--- config.mk ---
export PLATFORM = sky130hd
export DESIGN_NAME = latch_ex_mem_skid
export DESIGN_NICKNAME = d
export VERILOG_FILES = /design/src/rtl/latch_ex_mem_skid.sv
export SDC_FILE = /design/constraint.sdc
export NUM_CORES = 1
export LEC_CHECK = 0
export BUFFER_PORTS_ARGS = -buffer_cell sky130_fd_sc_hd__buf_2
export CAP_MARGIN = 10
export CORE_ASPECT_RATIO = 1.5
export CORE_UTILIZATION = 40
export DETAILED_ROUTE_END_ITERATION = 12
export PLACE_DENSITY_LB_ADDON = 0.05
export REMOVE_ABC_BUFFERS = 1
export SLEW_MARGIN = 20
export SYNTH_ARGS = -nofsm -noshare
export SYNTH_HDL_FRONTEND = slang
export SYNTH_SLANG_ARGS = --single-unit
--- constraint.sdc ---
create_clock -name clock -period 1.3 [get_ports clock]
set_input_delay 0.195 -clock clock [delete_from_list [all_inputs] [get_ports clock]]
set_output_delay 0.195 -clock clock [all_outputs]
set_load 0.02 [all_outputs]
--- src/rtl/latch_ex_mem_skid.sv ---
// EX->MEM pipeline register with valid/ready handshake, stall back-pressure and flush.
// Define LATCH_EX_MEM_SKID_EN to add a skid entry that registers ex_ready.
module latch_ex_mem_skid #(
  parameter int DATA_WIDTH = 32,
  parameter int ADDR_WIDTH = 5
) (
  input  logic                  clock,
  input  logic                  reset,
  input  logic                  flush,
  input  logic                  ex_valid,
  output logic                  ex_ready,
  input  logic                  ex_register_write_enable,
  input  logic [ADDR_WIDTH-1:0] ex_register_write_address,
  input  logic [DATA_WIDTH-1:0] ex_register_write_data,
  output logic                  mem_valid,
  input  logic                  mem_ready,
  output logic                  mem_register_write_enable,
  output logic [ADDR_WIDTH-1:0] mem_register_write_address,
  output logic [DATA_WIDTH-1:0] mem_register_write_data
);

`ifdef LATCH_EX_MEM_SKID_EN
  typedef enum logic [1:0] {EMPTY, FULL, SKID} state_t;
`else
  typedef enum logic {EMPTY, FULL} state_t;
`endif

  state_t                state_q, state_d;
  logic                  main_we_q, main_we_d;
  logic [ADDR_WIDTH-1:0] main_addr_q, main_addr_d;
  logic [DATA_WIDTH-1:0] main_data_q, main_data_d;
  logic                  accept, consume;

`ifdef LATCH_EX_MEM_SKID_EN
  logic                  skid_we_q, skid_we_d;
  logic [ADDR_WIDTH-1:0] skid_addr_q, skid_addr_d;
  logic [DATA_WIDTH-1:0] skid_data_q, skid_data_d;
  logic                  ex_ready_q;

  assign ex_ready = ex_ready_q;
`else
  assign ex_ready = !mem_valid || mem_ready;
`endif

  assign mem_valid = (state_q != EMPTY);
  assign accept    = ex_valid && ex_ready;
  assign consume   = mem_valid && mem_ready;

  assign mem_register_write_enable  = main_we_q && mem_valid;
  assign mem_register_write_address = main_addr_q;
  assign mem_register_write_data    = main_data_q;

  always_comb begin
    state_d     = state_q;
    main_we_d   = main_we_q;
    main_addr_d = main_addr_q;
    main_data_d = main_data_q;
`ifdef LATCH_EX_MEM_SKID_EN
    skid_we_d   = skid_we_q;
    skid_addr_d = skid_addr_q;
    skid_data_d = skid_data_q;
`endif
    if (flush) begin
      state_d = EMPTY;
    end else begin
      case (state_q)
        EMPTY: begin
          if (accept) begin
            state_d     = FULL;
            main_we_d   = ex_register_write_enable;
            main_addr_d = ex_register_write_address;
            main_data_d = ex_register_write_data;
          end
        end
        FULL: begin
          if (accept) begin
`ifdef LATCH_EX_MEM_SKID_EN
            if (consume) begin
              main_we_d   = ex_register_write_enable;
              main_addr_d = ex_register_write_address;
              main_data_d = ex_register_write_data;
            end else begin
              // MEM is stalled: park the new beat behind the held one
              state_d     = SKID;
              skid_we_d   = ex_register_write_enable;
              skid_addr_d = ex_register_write_address;
              skid_data_d = ex_register_write_data;
            end
`else
            main_we_d   = ex_register_write_enable;
            main_addr_d = ex_register_write_address;
            main_data_d = ex_register_write_data;
`endif
          end else if (consume) begin
            state_d = EMPTY;
          end
        end
`ifdef LATCH_EX_MEM_SKID_EN
        SKID: begin
          if (consume) begin
            state_d     = FULL;
            main_we_d   = skid_we_q;
            main_addr_d = skid_addr_q;
            main_data_d = skid_data_q;
          end
        end
`endif
        default: state_d = EMPTY;
      endcase
    end
  end

  always_ff @(posedge clock or posedge reset) begin
    if (reset) begin
      state_q     <= EMPTY;
      main_we_q   <= 1'b0;
      main_addr_q <= '0;
      main_data_q <= '0;
`ifdef LATCH_EX_MEM_SKID_EN
      skid_we_q   <= 1'b0;
      skid_addr_q <= '0;
      skid_data_q <= '0;
      ex_ready_q  <= 1'b1;
`endif
    end else begin
      state_q     <= state_d;
      main_we_q   <= main_we_d;
      main_addr_q <= main_addr_d;
      main_data_q <= main_data_d;
`ifdef LATCH_EX_MEM_SKID_EN
      skid_we_q   <= skid_we_d;
      skid_addr_q <= skid_addr_d;
      skid_data_q <= skid_data_d;
      ex_ready_q  <= (state_d != SKID);
`endif
    end
  end

endmodule

==> impl_metrics.csv <==
group,metric,value,unit
drt,route.final.wire_length,3350,µm
clock_network,cts_tree,"built",
placement,place.port_buffers,82,
sta,final-max-slew-violation-count,0,
global_route,global_route_wire_length_before_repair,4400,µm
placement,gp_congestion,0.629,
clock_network,clock_tree.root_cell,"sky130_fd_sc_hd__clkbuf_8",
drt,vias,1061,
sta,period_minus_slack,1.48,ns
sta,final.setup.worst_slack,-0.182,ns
critical_path,path_cells,"nor2b_4 -> nor3b_4 -> buf_6 -> clkbuf_16 -> mux2_4",
sta,fmax,675,MHz
global_route,gr-usage-all-layers,0.149,
clock_network,cts_made_buffers,5,
logic_synthesis,synth_area,0.00159,mm²
critical_path,worst_path_arrival_time,1.65,ns
min_path,worstHoldPathType,"input pin to flop",
drt,drt_drc_violations_left,0,
global_route,grt.overflow.total,0,
final_layout,layout.cells.non_filler,230,
drt,drt-wirelength-per-cell,14.5,µm
floorplanning,num_io_pins,83,
sta,worst_clock_skew,0.00342,ns
clock_network,max-clock-path-buffers,2,
global_route,number_of_antenna_violations_at_the_first_check_in_global_routing,0,
clock_network,insertion_delay,0.28,ns
sta,grt_setup_unrepaired,"true",
clock_network,ctsHtreeMaxLevel,2,
run_status,violations,"setup timing",
drt,via_density_per_instance,4.61,
final_layout,final_cell_mix,"81 x sky130_fd_sc_hd__buf_2, 39 x sky130_fd_sc_hd__dfrtp_1, 37 x sky130_fd_sc_hd__mux2_4",
sta,setup_viol,38,
clock_network,clkTransAtPathRegs,0.07,ns
logic_synthesis,synth-seq-area-share,0.613,
final_layout,syn2layout_area_growth,46.6,%
critical_path,critPathKind,"flop to flop",
logic_synthesis,yosys_register_bits,39,
critical_path,timing.critical_path.to_type,"flop",
power,cellPowerDensity,1410,mW/mm²
placement,dpl_worst_slack,-0.194,ns
logic_synthesis,synth_cells,88,
final_layout,final_layout_size_suffix_gt1_frac,0.749,
clock_network,cts_num_sinks,39,
floorplanning,die_w,53.5,µm
critical_path,cp.required,1.47,ns
final_layout,layout.filler_cells,297,
drt,drt-initial-drc-count,11,
logic_synthesis,synth_warnings,0,
sta,post-route-period-util,1.14,
job,max-cap-violations,0,
final_layout,layout_commonest_cell,"sky130_fd_sc_hd__buf_2",
critical_path,cp_top_family,"flip-flops",
floorplanning,die_height,79.3,µm
sta,setup_tns,-6.14,ns
logic_synthesis,netlist-cell-type-count,11,
sta,tightestPinTransition,0.332,ns
floorplanning,die-area,0.00424,mm²
drt,drt_pass1_iterations,4,
floorplanning,initial_utilization,0.424,
global_route,grt_pass1_vias,963,
run_status,outcome,"finished, violations left",
final_layout,finalCoreUtilization,0.622,
critical_path,timing.critical_path.slowest_cell_delay,0.38,ns
placement,placedCellCount,215,
final_layout,design.final.nets,229,
sta,worst_slew_margin_rel,0.778,
logic_synthesis,avg_cell_area_syn,18.1,µm²
floorplanning,placement_rows,27,
floorplanning,core,0.00375,mm²
final_layout,antenna-diode-count,0,
global_route,maximum_number_of_pins_on_one_net_before_global_route_repair,27,
critical_path,crit_path_top_delay_cell,"sky130_fd_sc_hd__dfrtp_1",
critical_path,critical_path.max_fanout,5,
drt,residual_antenna_violating_net_count_after_detailed_routing,0,
critical_path,crit_buf_inv,2,
placement,detailedPlacementHpwl,2210,µm
power,power_leakage,1.22,nW
critical_path,critical_path_startpoint_category,"flop",
power,vdd.ir_drop.worst,1000,µV
sta,hold_violations,0,
cell type report:
type,instances,area (µm²),share of cell area
Tap cell,43,53.8,0.0231
Sequential cell,39,976,0.418
Clock inverter,1,5.00,0.00214
Multi-Input combinational cell,43,613,0.263
Inverter,2,7.51,0.00322
Timing Repair Buffer,95,602,0.258
Clock buffer,7,76.3,0.0327
metal layers:
layer | track usage | part of all wire
met3 | 0.0594 | 0.065
met1 | 0.166 | 0.40
met2 | 0.238 | 0.51
met5 | 0 | 0
met4 | 0.0711 | 0.017
cell usage after synthesis:
cell type,number,area share
sky130_fd_sc_hd__nor2_1,2,0.0047
sky130_fd_sc_hd__nor3b_4,1,0.012
sky130_fd_sc_hd__inv_1,2,0.0047
sky130_fd_sc_hd__dfrtp_1,39,0.61
sky130_fd_sc_hd__mux2_2,18,0.13
sky130_fd_sc_hd__mux2_4,20,0.19
sky130_fd_sc_hd__buf_12,2,0.025
sky130_fd_sc_hd__buf_4,1,0.0047
sky130_fd_sc_hd__buf_6,1,0.0071
sky130_fd_sc_hd__nor2b_4,1,0.0086
sky130_fd_sc_hd__and2_1,1,0.0039
state kept, by name, summed over array words and instances (netlist names):
name	flops
mem_register_write_address	5
mem_valid	1
main_we_q	1
mem_register_write_data	32
per-stage QoR:
step	power (W)	hold slack (ns)	cell area, µm²
after floorplan	0.00211	0.261	1530
after global placement	0.00243	0.215	2070
after detailed placement	0.00245	0.220	2070
after CTS	0.00325	0.102	2180
after global routing	0.00347	0.0968	2330
final	0.00328	0.115	2330
repair_timing:
item,in CTS,in global routing
pin swaps,0,1
setup endpoints to repair,39,39
hold endpoints to repair,39,0
gates resized for setup,5,15
hold buffers,1,0
gates cloned,0,4
setup buffers,0,2
power breakdown:
group	internal [W]	switching (W)	total [W]
sequential	0.00142	0.000106	0.00152
combinational	0.000520	0.000483	0.00100
clock	0.000376	0.000377	0.000753
total	0.00231	0.000967	0.00328
final timing paths:
kind / end / start / depth (start not counted) / slack (ns)
min in group asynchronous: mem_register_write_data[15] / reset / 4 / 0.46
worst max-delay path: mem_register_write_data[12] / mem_valid / 5 / -0.18
max in group asynchronous: mem_register_write_address[3] / reset / 4 / 0.52
worst min register to register: mem_register_write_data[0] / mem_register_write_data[0] / 1 / 0.51
worst min-delay path: mem_valid / flush / 2 / 0.12
worst max register to register: mem_register_write_data[12] / mem_valid / 5 / -0.18
logic make-up after synthesis:
kind of cell | count (synthesis) | share of synthesized area
flip-flops | 39 | 0.613
multiplexers | 38 | 0.316
AND/OR/NAND/NOR | 5 | 0.0291
buffers and inverters | 6 | 0.0417
No activity file was read; power rests on OpenSTA's default activity.
